<file path="src/rtl/amba_axi4lite_regbank_pkg.sv">
// Shared types and helpers for the AXI4-Lite register bank.
//   axi4lite_resp_t : AXI response encodings
//   merge()         : byte-strobe merge of new data into an old word (up to 64 bits)
package amba_axi4lite_regbank_pkg;

  typedef enum logic [1:0] {
    OKAY   = 2'b00,
    EXOKAY = 2'b01,
    SLVERR = 2'b10,
    DECERR = 2'b11
  } axi4lite_resp_t;

  localparam int MAX_DW   = 64;
  localparam int MAX_STRB = MAX_DW / 8;

  // Lanes with strb[b]=1 take the new byte, the rest keep the old byte.
  // Callers narrower than 64 bits zero-extend in and truncate out.
  function automatic logic [MAX_DW-1:0] merge(
    input logic [MAX_DW-1:0]   old_v,
    input logic [MAX_DW-1:0]   new_v,
    input logic [MAX_STRB-1:0] strb
  );
    logic [MAX_DW-1:0] r;
    r = old_v;
    for (int b = 0; b < MAX_STRB; b++)
      if (strb[b]) r[b*8 +: 8] = new_v[b*8 +: 8];
    return r;
  endfunction

endpackage

</file>
<file path="src/rtl/amba_axi4lite_regbank_decode.sv">
// Address decode for the register bank (purely combinational).
//   addr_i     : byte address from AW or AR
//   in_range_o : address falls inside the bank
//   idx_o      : register index; sub-word byte offset bits are dropped so
//                unaligned addresses hit the containing register
module amba_axi4lite_regbank_decode #(
  parameter int                       ADDRESS_WIDTH = 32,
  parameter int                       DATA_WIDTH    = 32,
  parameter int                       NUM_REGS      = 16,
  parameter logic [ADDRESS_WIDTH-1:0] BASE_ADDR     = '0
) (
  input  logic [ADDRESS_WIDTH-1:0]    addr_i,
  output logic                        in_range_o,
  output logic [$clog2(NUM_REGS)-1:0] idx_o
);

  localparam int STRB_WIDTH = DATA_WIDTH / 8;
  localparam int LSB        = $clog2(STRB_WIDTH);
  localparam int IDX_W      = $clog2(NUM_REGS);

  logic [ADDRESS_WIDTH-1:0] off;

  // Subtraction wraps at ADDRESS_WIDTH, so addresses below BASE_ADDR
  // become huge offsets and fall out of range.
  assign off        = addr_i - BASE_ADDR;
  assign in_range_o = off < ADDRESS_WIDTH'(NUM_REGS * STRB_WIDTH);
  assign idx_o      = off[LSB +: IDX_W];

endmodule

</file>
<file path="src/rtl/amba_axi4lite_regbank_subordinate.sv">
// AXI4-Lite subordinate exposing NUM_REGS registers of DATA_WIDTH bits.
//   ACLK/ARESETn      : clock, synchronous active-low reset
//   AW*/W*/B*         : write channels; AW and W are buffered independently
//                       and committed together once a B slot is free
//   AR*/R*            : read channels; one outstanding read
//   regs_o            : flattened register contents, reg i at [i*DATA_WIDTH +: DATA_WIDTH]
// All outputs come from flops, so no VALID->READY combinational path exists.
module amba_axi4lite_regbank_subordinate
  import amba_axi4lite_regbank_pkg::*;
#(
  parameter int                       ADDRESS_WIDTH = 32,
  parameter int                       DATA_WIDTH    = 32,
  parameter int                       NUM_REGS      = 16,
  parameter logic [ADDRESS_WIDTH-1:0] BASE_ADDR     = '0,
  parameter logic [DATA_WIDTH-1:0]    RESET_VALUE   = '0,
  localparam int                      STRB_WIDTH    = DATA_WIDTH / 8
) (
  input  logic                           ACLK,
  input  logic                           ARESETn,
  input  logic [ADDRESS_WIDTH-1:0]       AWADDR,
  input  logic [2:0]                     AWPROT,
  input  logic                           AWVALID,
  output logic                           AWREADY,
  input  logic [DATA_WIDTH-1:0]          WDATA,
  input  logic [STRB_WIDTH-1:0]          WSTRB,
  input  logic                           WVALID,
  output logic                           WREADY,
  output logic [1:0]                     BRESP,
  output logic                           BVALID,
  input  logic                           BREADY,
  input  logic [ADDRESS_WIDTH-1:0]       ARADDR,
  input  logic [2:0]                     ARPROT,
  input  logic                           ARVALID,
  output logic                           ARREADY,
  output logic [DATA_WIDTH-1:0]          RDATA,
  output logic [1:0]                     RRESP,
  output logic                           RVALID,
  input  logic                           RREADY,
  output logic [NUM_REGS*DATA_WIDTH-1:0] regs_o
);

  localparam int IDX_W = $clog2(NUM_REGS);

  // ---------------- state ----------------
  logic                                 run_q;
  logic                                 aw_full_q, aw_full_d;
  logic [ADDRESS_WIDTH-1:0]             aw_addr_q, aw_addr_d;
  logic                                 w_full_q,  w_full_d;
  logic [DATA_WIDTH-1:0]                w_data_q,  w_data_d;
  logic [STRB_WIDTH-1:0]                w_strb_q,  w_strb_d;
  logic                                 bvalid_q,  bvalid_d;
  axi4lite_resp_t                       bresp_q,   bresp_d;
  logic                                 rvalid_q,  rvalid_d;
  logic [DATA_WIDTH-1:0]                rdata_q,   rdata_d;
  axi4lite_resp_t                       rresp_q,   rresp_d;
  logic [NUM_REGS-1:0][DATA_WIDTH-1:0]  regs_q,    regs_d;

  logic             aw_hs, w_hs, ar_hs, commit;
  logic             wr_in_range, rd_in_range;
  logic [IDX_W-1:0] wr_idx, rd_idx;

  // Protection bits carry no meaning for this bank.
  logic unused_prot;
  assign unused_prot = ^{AWPROT, ARPROT};

  // ---------------- decode ----------------
  amba_axi4lite_regbank_decode #(
    .ADDRESS_WIDTH (ADDRESS_WIDTH),
    .DATA_WIDTH    (DATA_WIDTH),
    .NUM_REGS      (NUM_REGS),
    .BASE_ADDR     (BASE_ADDR)
  ) u_wr_dec (
    .addr_i     (aw_addr_q),
    .in_range_o (wr_in_range),
    .idx_o      (wr_idx)
  );

  // Read decode runs on the live ARADDR: data is sampled on the AR handshake.
  amba_axi4lite_regbank_decode #(
    .ADDRESS_WIDTH (ADDRESS_WIDTH),
    .DATA_WIDTH    (DATA_WIDTH),
    .NUM_REGS      (NUM_REGS),
    .BASE_ADDR     (BASE_ADDR)
  ) u_rd_dec (
    .addr_i     (ARADDR),
    .in_range_o (rd_in_range),
    .idx_o      (rd_idx)
  );

  // ---------------- handshakes ----------------
  assign AWREADY = run_q & ~aw_full_q;
  assign WREADY  = run_q & ~w_full_q;
  assign ARREADY = run_q & ~rvalid_q;

  assign aw_hs  = AWVALID & AWREADY;
  assign w_hs   = WVALID  & WREADY;
  assign ar_hs  = ARVALID & ARREADY;
  // Commit needs both halves and a B slot that is empty or draining this edge.
  assign commit = aw_full_q & w_full_q & (~bvalid_q | BREADY);

  // ---------------- write path ----------------
  // A handshake can only occur into an empty buffer, so set and clear never
  // collide on the same buffer in one cycle.
  always_comb begin
    aw_full_d = aw_full_q;
    aw_addr_d = aw_addr_q;
    w_full_d  = w_full_q;
    w_data_d  = w_data_q;
    w_strb_d  = w_strb_q;
    bvalid_d  = bvalid_q;
    bresp_d   = bresp_q;
    if (commit) begin
      aw_full_d = 1'b0;
      w_full_d  = 1'b0;
    end
    if (aw_hs) begin
      aw_full_d = 1'b1;
      aw_addr_d = AWADDR;
    end
    if (w_hs) begin
      w_full_d = 1'b1;
      w_data_d = WDATA;
      w_strb_d = WSTRB;
    end
    if (commit) begin
      bvalid_d = 1'b1;
      bresp_d  = wr_in_range ? OKAY : SLVERR;
    end else if (BREADY) begin
      bvalid_d = 1'b0;
    end
  end

  // Per-register next state: only the addressed register merges the strobed bytes.
  for (genvar i = 0; i < NUM_REGS; i++) begin : g_reg
    logic              wr_en;
    logic [MAX_DW-1:0] merged;
    assign wr_en       = commit & wr_in_range & (wr_idx == IDX_W'(i));
    assign merged      = merge(MAX_DW'(regs_q[i]), MAX_DW'(w_data_q), MAX_STRB'(w_strb_q));
    assign regs_d[i]   = wr_en ? merged[DATA_WIDTH-1:0] : regs_q[i];
  end

  // ---------------- read path ----------------
  // regs_q is the pre-commit value, so a same-edge read of a register being
  // written returns the old contents.
  always_comb begin
    rvalid_d = rvalid_q;
    rdata_d  = rdata_q;
    rresp_d  = rresp_q;
    if (ar_hs) begin
      rvalid_d = 1'b1;
      rdata_d  = rd_in_range ? regs_q[rd_idx] : '0;
      rresp_d  = rd_in_range ? OKAY : SLVERR;
    end else if (RREADY) begin
      rvalid_d = 1'b0;
    end
  end

  // ---------------- registers ----------------
  always_ff @(posedge ACLK) begin
    if (!ARESETn) begin
      run_q     <= 1'b0;
      aw_full_q <= 1'b0;
      aw_addr_q <= '0;
      w_full_q  <= 1'b0;
      w_data_q  <= '0;
      w_strb_q  <= '0;
      bvalid_q  <= 1'b0;
      bresp_q   <= OKAY;
      rvalid_q  <= 1'b0;
      rdata_q   <= '0;
      rresp_q   <= OKAY;
      regs_q    <= {NUM_REGS{RESET_VALUE}};
    end else begin
      run_q     <= 1'b1;
      aw_full_q <= aw_full_d;
      aw_addr_q <= aw_addr_d;
      w_full_q  <= w_full_d;
      w_data_q  <= w_data_d;
      w_strb_q  <= w_strb_d;
      bvalid_q  <= bvalid_d;
      bresp_q   <= bresp_d;
      rvalid_q  <= rvalid_d;
      rdata_q   <= rdata_d;
      rresp_q   <= rresp_d;
      regs_q    <= regs_d;
    end
  end

  assign BVALID = bvalid_q;
  assign BRESP  = bresp_q;
  assign RVALID = rvalid_q;
  assign RDATA  = rdata_q;
  assign RRESP  = rresp_q;
  assign regs_o = regs_q;

endmodule

</file>
<file path="config.mk">
export PLATFORM = sky130hd
export DESIGN_NAME = amba_axi4lite_regbank_subordinate
export DESIGN_NICKNAME = d
export VERILOG_FILES = /design/src/rtl/amba_axi4lite_regbank_pkg.sv /design/src/rtl/amba_axi4lite_regbank_decode.sv /design/src/rtl/amba_axi4lite_regbank_subordinate.sv
export SDC_FILE = /design/constraint.sdc
export NUM_CORES = 1
export LEC_CHECK = 0
export CORE_MARGIN = 2
export CORE_UTILIZATION = 33
export DETAILED_ROUTE_END_ITERATION = 8
export GPL_TIMING_DRIVEN = 0
export PLACE_DENSITY_LB_ADDON = 0.3
export SLEW_MARGIN = 20
export SYNTH_ARGS = -nofsm -noshare
export SYNTH_HDL_FRONTEND = slang
export SYNTH_SLANG_ARGS = --single-unit
</file>
<file path="constraint.sdc">
create_clock -name ACLK -period 2.4 [get_ports ACLK]
set_input_delay 0.24 -clock ACLK [delete_from_list [all_inputs] [get_ports ACLK]]
set_output_delay 0.24 -clock ACLK [all_outputs]
set_load 0.01 [all_outputs]
</file>
==> out/qor.csv <==
metric,value,unit
outcome,finished with violations,
failing checks,negative setup slack,
minimum hold slack,0.183,ns
number of clock buffers inserted by TritonCTS,72,
starting utilization of the core area,33.2,%
die outline height,291,µm
leak pwr,16.7,nW
"Min Clock Period, post-route",2.64,ns
floorplan row count,105,
via count of the first global-routing pass,24679,
Root Buffer Master,clkbuf_16,
Clock Skews,0.0201,ns
max-cap viol count,0,
TritonRoute pass-1 iters,5,
transition time at the pin with the least slew margin,1.15,ns
Final Total Pwr,24.1,mW
CP startpoint,aw_addr_q[16],
number of vias after detailed routing,25418,
critical path class,reg -> reg,
top achievable clock speed,379,MHz
fraction of the yosys area taken by sequential cells,45.6,%
wire length after detailed routing,137000,µm
share of final-layout standard cells stronger than drive strength 1,10.9,%
initial antenna violation count,4,
highest-count cells in the layout ignoring fill and taps,"nand2_1 (726), mux2i_1 (673), clkdlybuf4s50_1 (649)",
synthesized netlist cell count,2794,
unrepaired setup endpoints after global routing,yes,
routed wirelength normalized by instance count,29.1,µm
Via density,5.40,
Critical path destination,regs_o[132],
path category of the worst min-delay check,in -> reg,
count of boundary I/O pins,666,
maximum number of pins on one net before global-route repair,14,
Mapped Area,0.0271,mm²
total routing usage reported by global routing,31.3,%
#FFs+latches synth,617,
clock latency at the later pin of the worst-skew pair,0.62,ns
critical path endpoint category,flop,
power density normalized to cell area,626,mW/mm²
clock tree from TritonCTS,done,
Final Net Count,3692,
worst supply voltage drop on vdd,499,µV
Final Core Density,47.0,%
end of the worst register-to-register path,regs_o[132],
DIE WIDTH,291,µm
launch instance of the worst register-to-register path,aw_addr_q[16],
crit-path most repeated cell,or4_4,
"most common cell after layout, fill and taps aside",nand2_1,
hold violation total from the final report,0,
final cell count without fillers,4709,
Critical Path AT,3.10,ns
mean instance size in the synthesized netlist,9.70,µm²
H-Tree Depth,3,
depth of the worst register-to-register path,6,
Setup WS post-layout,-0.241,ns
"Critical Path, Cell by Cell",or4_4 > or4_4 > buf_12 > buf_16 > or4_4 > mux2i_1,
total congestion overflow,0,
Max Root-Sink Buffers,3,
First DRT Iteration DRCs,1880,
buffering stage count on the worst path with inverters included,2,
max incr delay on CP,0.59,ns
required time of the critical path,2.86,ns
Post-DRT Antenna Nets,0,
wire length of the first global-routing pass,189000,µm
dpl hpwl,106000,µm
Inst Count DP,4515,
instance count on the critical path,6,
distinct cell type count of the synthesized netlist,42,
max-slew violation count,0,
master of the slowest instance on the critical path,or4_4,
placer congestion estimate,0.925,
setup TNS,-18.60,ns
Port-buffer cells,649,
Max transition margin,23.5,%
register clock-pin slew on the reported worst setup and hold paths,0.06,ns
worst-case register-to-register setup slack,-0.24,ns
drt drc,0,
Synth warnings,0,
family of cells with the greatest summed delay on the critical path,simple AND/OR/NAND/NOR gates,
total number of clock tree sinks,617,
area of the core,0.0817,mm²
largest fanout on the critical path,8,
fin crit share,110,%
CP Launch Type,flop,
floorplan die area,0.0844,mm²
area overhead of the layout relative to synthesis,41.9,%
Final setup violation count,137,
==> sequential cells by signal, indices dropped and copies added, names as in the netlist <==
| signal | cells |
|---|---|
| BRESP | 1 |
| BVALID | 1 |
| RDATA | 32 |
| RRESP | 1 |
| RVALID | 1 |
| aw_addr_q | 30 |
| aw_full_q | 1 |
| regs_o | 512 |
| run_q | 1 |
| w_data_q | 32 |
| w_full_q | 1 |
| w_strb_q | 4 |
==> kinds of logic (layout without fill, tap and decap cells) <==
group / count (synthesis) / after routing / synth area share (%)
AO/OA/AOI/OAI: 233 / 233 / 6.11
buffers and inverters: 235 / 1076 / 3.44
flip-flops: 617 / 617 / 45.6
multiplexers: 736 / 736 / 28.8
other: 1 / 5 / 0.0138
AND/OR/NAND/NOR: 972 / 972 / 16.1
==> routing by layer <==
metal	vias up	GRT usage, %	part of all wire [%]
met1	12445	38.7	40
met4	6	12.8	4.6
met2	1251	51.1	46
met5	-	0	0.030
met3	298	8.85	8.9
li1	11418	-	-
==> how the worst min path moves through the flow <==
stage	start	to	slack [ns]	cells past startpoint
2_1_floorplan	ARESETn	run_q	0.27	0
3_3_place_gp	aw_addr_q[6]	aw_addr_q[6]	0.45	2
3_5_place_dp	aw_addr_q[6]	aw_addr_q[6]	0.45	2
4_1_cts	AWADDR[20]	aw_addr_q[20]	0.16	3
5_1_grt	AWADDR[16]	aw_addr_q[16]	0.19	3
6_report	AWADDR[20]	aw_addr_q[20]	0.18	3
==> worst register-to-register path: stages (launching register included) <==
cell     delay (ns)
dfxtp_2        0.32
or4_4          0.58
or4_4          0.60
buf_12         0.18
buf_16         0.12
or4_4          0.55
mux2i_1        0.17
==> metrics by stage <==
stage	setup slack, ns	area [µm²]
after floorplan	-0.0559	27200
after global placement	-2.35	35000
after detailed placement	-1.94	35000
after CTS	-0.272	38300
after global routing	-0.272	38400
final	-0.241	38400
==> where the power goes <==
group          leakage, nW  switching (mW)  internal, mW
logic                 10.5            1.23         0.610
registers             4.98          0.0373          10.3
clock network         1.25            4.68          7.20
total                 16.7            5.95          18.1
==> synthesized netlist by cell type (all sizes together) <==
cell,number,area share [%]
mux2,31,1.3
nand3,6,0.11
a31oi,2,0.046
nor4bb,1,0.037
nand4bb,1,0.042
a211oi,62,1.7
nand3b,1,0.028
nor3,6,0.11
or4,23,0.66
nor4b,33,1.1
and3,36,0.83
buf,47,0.83
conb,1,0.014
a21boi,68,1.9
nor2b,10,0.23
a21oi,33,0.61
or4b,2,0.074
or3b,4,0.13
a221oi,1,0.032
o221ai,31,1.0
o22ai,33,0.76
or2,2,0.046
nor4,13,0.52
dfxtp,617,46
clkbuf,187,2.6
nor2,41,0.57
and2,12,0.28
mux2i,673,25
nor3b,1,0.028
nand4,49,1.1
o21ai,3,0.055
nand2,727,10
inv,1,0.014
nand2b,4,0.092
mux4,32,2.7
==> area by class of cell <==
type | count | area, µm²
Antenna cell | 3 | 7.51
Buffer | 220 | 1020
Clock buffer | 101 | 2140
Clock inverter | 30 | 405
Fill cell | 7804 | 43300
Inverter | 1 | 3.75
Multi-Input combinational cell | 1943 | 14000
Sequential cell | 617 | 12400
Tap cell | 1070 | 1340
Timing Repair Buffer | 724 | 7180
==> what timing repair did <==
action	CTS	global route
gates cloned	1	0
pin swaps	56	12
hold buffers	0	0
endpoints found under the hold margin	0	0
setup endpoints to repair	556	505
gates resized for setup	111	64
buffers inserted	62	11
No activity file was read; power rests on OpenSTA's default activity.
